===== src/rtl/fifo_param_n.sv =====
// Parametrised DEPTH-entry, WIDTH-bit FIFO on guarded-method (__ENA/__RDY) interfaces
// with occupancy count and synchronous flush; define FIFO_PARAM_N_PIPELINE_EN for enq-when-full-with-deq.
module fifo_param_n #(
  parameter int WIDTH = 704,
  parameter int DEPTH = 4,
  localparam int AW = $clog2(DEPTH)
) (
  input  logic             CLK,
  input  logic             nRST,
  input  logic             in_enq__ENA,
  input  logic [WIDTH-1:0] in_enq_v,
  output logic             in_enq__RDY,
  input  logic             out_deq__ENA,
  output logic             out_deq__RDY,
  output logic [WIDTH-1:0] out_first,
  output logic             out_first__RDY,
  input  logic             in_clear__ENA,
  output logic [AW:0]      out_count
);

  localparam logic [AW:0] L_FULL = (AW+1)'(DEPTH);

  logic [WIDTH-1:0] r_mem [DEPTH];
  logic [AW-1:0]    r_rindex;
  logic [AW-1:0]    r_windex;
  logic [AW:0]      r_count;

  logic w_enq_rdy;
  logic w_deq_rdy;
  logic w_enq_fire;
  logic w_deq_fire;

`ifdef FIFO_PARAM_N_PIPELINE_EN
  // A same-cycle dequeue frees the slot the enqueue is about to overwrite.
  assign w_enq_rdy = (r_count != L_FULL) || out_deq__ENA;
`else
  assign w_enq_rdy = (r_count != L_FULL);
`endif
  assign w_deq_rdy  = (r_count != '0);
  assign w_enq_fire = in_enq__ENA && w_enq_rdy;
  assign w_deq_fire = out_deq__ENA && w_deq_rdy;

  assign in_enq__RDY    = w_enq_rdy;
  assign out_deq__RDY   = w_deq_rdy;
  assign out_first__RDY = w_deq_rdy;
  assign out_first      = r_mem[r_rindex];
  assign out_count      = r_count;

  always_ff @(posedge CLK or negedge nRST) begin
    if (!nRST) begin
      r_rindex <= '0;
      r_windex <= '0;
      r_count  <= '0;
    end else if (in_clear__ENA) begin
      r_rindex <= '0;
      r_windex <= '0;
      r_count  <= '0;
    end else begin
      if (w_enq_fire) r_windex <= r_windex + AW'(1);
      if (w_deq_fire) r_rindex <= r_rindex + AW'(1);
      case ({w_enq_fire, w_deq_fire})
        2'b10:   r_count <= r_count + (AW+1)'(1);
        2'b01:   r_count <= r_count - (AW+1)'(1);
        default: r_count <= r_count;
      endcase
    end
  end

  // Storage is deliberately left unreset; clear discards the same-cycle enqueue.
  always_ff @(posedge CLK) begin
    if (w_enq_fire && !in_clear__ENA) r_mem[r_windex] <= in_enq_v;
  end

endmodule


===== config.mk =====
export PLATFORM = sky130hd
export DESIGN_NAME = fifo_param_n
export DESIGN_NICKNAME = d
export VERILOG_FILES = /design/src/rtl/fifo_param_n.sv
export SDC_FILE = /design/constraint.sdc
export NUM_CORES = 2
export LEC_CHECK = 0
export CAP_MARGIN = 20
export CORE_AREA = 10 10 546 548
export CTS_CLUSTER_DIAMETER = 150
export CTS_CLUSTER_SIZE = 8
export DETAILED_ROUTE_END_ITERATION = 6
export DIE_AREA = 0 0 556 558
export SLEW_MARGIN = 20
export SYNTH_ARGS = -nofsm -noshare
export SYNTH_HDL_FRONTEND = slang
export SYNTH_SLANG_ARGS = --single-unit

===== constraint.sdc =====
create_clock -name CLK -period 22.5 [get_ports CLK]
set_input_delay 5.625 -clock CLK [delete_from_list [all_inputs] [get_ports CLK]]
set_output_delay 5.625 -clock CLK [all_outputs]
set_load 0.005 [all_outputs]

==> flow_summary.yaml <==
critical_path:
  cpMaxStageDelayCell: "buf_4"
  end_kind: "primary output"
  cp_max_fo: 129
  path_buf_inv: 5
  critPathMaxStageDelay_ns: 0.90
  crit_required_ns: 16.88
  crit_arrival_ns: 6.24
  startpoint_type: "register"
  path_delay_family: "buffers and inverters"
  cp_cell_sequence: "buf_12 > buf_4 > buf_4 > buf_4 > mux4_2 > clkdlybuf4s50_1"
  critical_path_class: "register to primary output"
  crit_top_cell: "buf_4"
cts:
  htreeDepth: 5
  cts_num_sinks: 2823
  worst_skew_pair.late_latency_ns: 0.89
  cts_setup_buffers: 0
  cts_buffers: 392
  cts_tree: "yes"
  ctsRootBufferMaster: "clkbuf_16"
  clk_pin_slew_ns: 0.05
  cts_hold_buffers: 0
  ctsResizeCount: 0
  clockBufferDepth: 4
power:
  p_seq_share_pct: 45.7
  power_switching_mw: 3.06
  internal_power_mw: 10.2
  swShare_pct: 23.1
  power_mw: 13.2
  power.leakage_nw: 40.5
  p_clk_share_pct: 39.0
  ir_drop_uv: 82.4
  power_density_nw_per_um2: 101
  combPwrFrac_pct: 15.3
synth:
  syn_area_sq_um: 102000
  async_flop_share_pct: 0.248
  synth_edf_count: 2816
  ys_types: 33
  yosysMostFrequentCell: "edfxtp_1"
  synth_area_per_cell_sq_um: 27.3
  yosysTopAreaCell: "edfxtp_1"
  yosys_warnings: 0
  synth_seq_cells: 2823
  ys.flop_type: "edfxtp_1"
  ys_seq_area_share_pct: 83.0
  synth_nets: 4459
  ys_top_cells_by_area: "edfxtp_1 (83%), mux4_2 (16%), buf_6 (0.43%), buf_2 (0.32%), buf_4 (0.23%)"
  syn_inst: 3745
  yosysTopAreaCellShare_pct: 82.9
  yosys-top-cells-count: "edfxtp_1 (2816), mux4_2 (704), buf_2 (65)"
final_layout:
  layoutNonFillerInstCount: 9339
  area_growth_pct: 28.5
  drive_above_1_share_pct: 21.7
  num-nets-final: 6171
  fin_util_pct: 45.7
placed_design:
  dp.cells: 8844
  place_hpwl_microns: 206000
  place.gp.congestion: 0.805
  port_buffers: 1418
drt:
  first_pass_iters: 5
  vias: 48300
  ant_nets: 0
  wire_per_inst_microns: 31.9
  drtIter0Drc: 4043
  vias_per_cell: 5.17
  wl_microns: 298000
  drc: 0
run:
  maxCapViolCount: 0
sta:
  slew_viol_final: 0
  post-route-period-util_pct: 52.7
  fin_skew_ns: 0.0752
  tightest_slew_ns: 1.07
  fmax_mhz: 84.3
  rsz0062_at_grt: "false"
  max_slew_margin_pct: 28.7
  finalHoldViolations: 0
  min_period_ns: 11.86
  final-setup-viol-count: 0
  setup_tns_ns: 0
worst_hold_path:
  hp-class: "register to register"
floorplan:
  row_count: 197
  core_sq_um: 287000
  die_area_sq_um: 310000
  chipHeight_microns: 558
  pin_count: 1419
  start_util_pct: 35.6
  die_x_microns: 556
run_status:
  status: "completed"
global_routing:
  grt_max_degree: 144
  gr-total-overflow: 0
  track_usage_pct: 18.5
  antenna_found_initial: 192
  first_global_vias: 50700
  grt_pass1_wl_microns: 408000
-- flip-flops by register name, indices dropped and copies added, names as in the netlist --
signal,count
out_count,3
r_mem,2816
r_rindex,2
r_windex,2
-- tightest hold or removal path: stages, from the launching register on --
cell and delay [ns]:
dfrtp_1 0.40, o21ai_0 0.09, a21oi_1 0.07
-- power by group through the flow --
stage          clock network, mW  registers, mW  logic, mW
6_report                    5.16           6.05       2.02
3_5_place_dp                   0           6.15       2.07
5_1_grt                     5.52           6.06       2.15
4_1_cts                     5.29           6.05       2.08
3_3_place_gp                   0           6.14       2.07
2_1_floorplan                  0           6.26      0.913
-- stage by stage --
stage	instance area [sq um]	worst slack [ns]	hold slack, ns
final	131000	10.64	0.603
after global placement	121000	10.99	0.590
after floorplan	102000	-0.828	0.557
after CTS	131000	10.45	0.604
after global routing	131000	10.15	0.652
after detailed placement	121000	10.99	0.597
-- routing by layer --
| metal | vias up | GRT usage (%) | wire [microns] |
|---|---|---|---|
| li1 | 19700 | - | - |
| met1 | 25700 | 21.9 | 109000 |
| met2 | 2166 | 30.6 | 147000 |
| met3 | 643 | 8.62 | 33800 |
| met4 | 98 | 4.94 | 7450 |
| met5 | - | 0 | 646 |
-- final timing paths --
kind                       slack, ns  cells after the start            end          from
min reg2reg                     0.60                      2    r_windex[0]   r_windex[0]
max in group asynchronous      17.18                      1    r_rindex[0]          nRST
min in group asynchronous       5.01                      1   out_count[1]          nRST
max                            10.64                      6  out_first[24]   r_rindex[1]
max reg2reg                    16.87                      7  r_mem[2][286]  out_count[1]
min                             0.60                      2    r_windex[0]   r_windex[0]
-- area by class of cell --
| type | instances | area [sq um] |
|---|---|---|
| Sequential cell | 2823 | 84700 |
| Fill cell | 23700 | 156000 |
| Antenna cell | 52 | 130 |
| Clock inverter | 28 | 602 |
| Tap cell | 3781 | 4730 |
| Timing Repair Buffer | 1482 | 14800 |
| Multi-Input combinational cell | 753 | 16200 |
| Inverter | 5 | 18.8 |
| Clock buffer | 415 | 9920 |
-- cell families (layout without fill, tap and decap cells) --
kind of cell / count (synthesis) / count (layout) / synth area share (%)
compound gates: 18 / 18 / 0.109
xor+xnor: 3 / 3 / 0.0257
fa+ha+maj: 5 / 5 / 0.0687
buf+inv: 169 / 1930 / 1.10
flops: 2823 / 2823 / 83.0
mux: 704 / 704 / 15.5
other cells: 0 / 52 / 0
simple gates: 23 / 23 / 0.136
-- layout by cell type (no fill, tap or decap), drive strengths merged, types with 4 or more instances in the layout --
cell type,instances
and2,5
diode,52
edfxtp,2816
clkdlybuf4s50,1418
nand2b,4
dfrtp,7
clkbuf,415
a21oi,7
mux4,704
inv,15
ha,4
buf,64
clkinv,15
No activity file was read; power rests on OpenSTA's default activity.
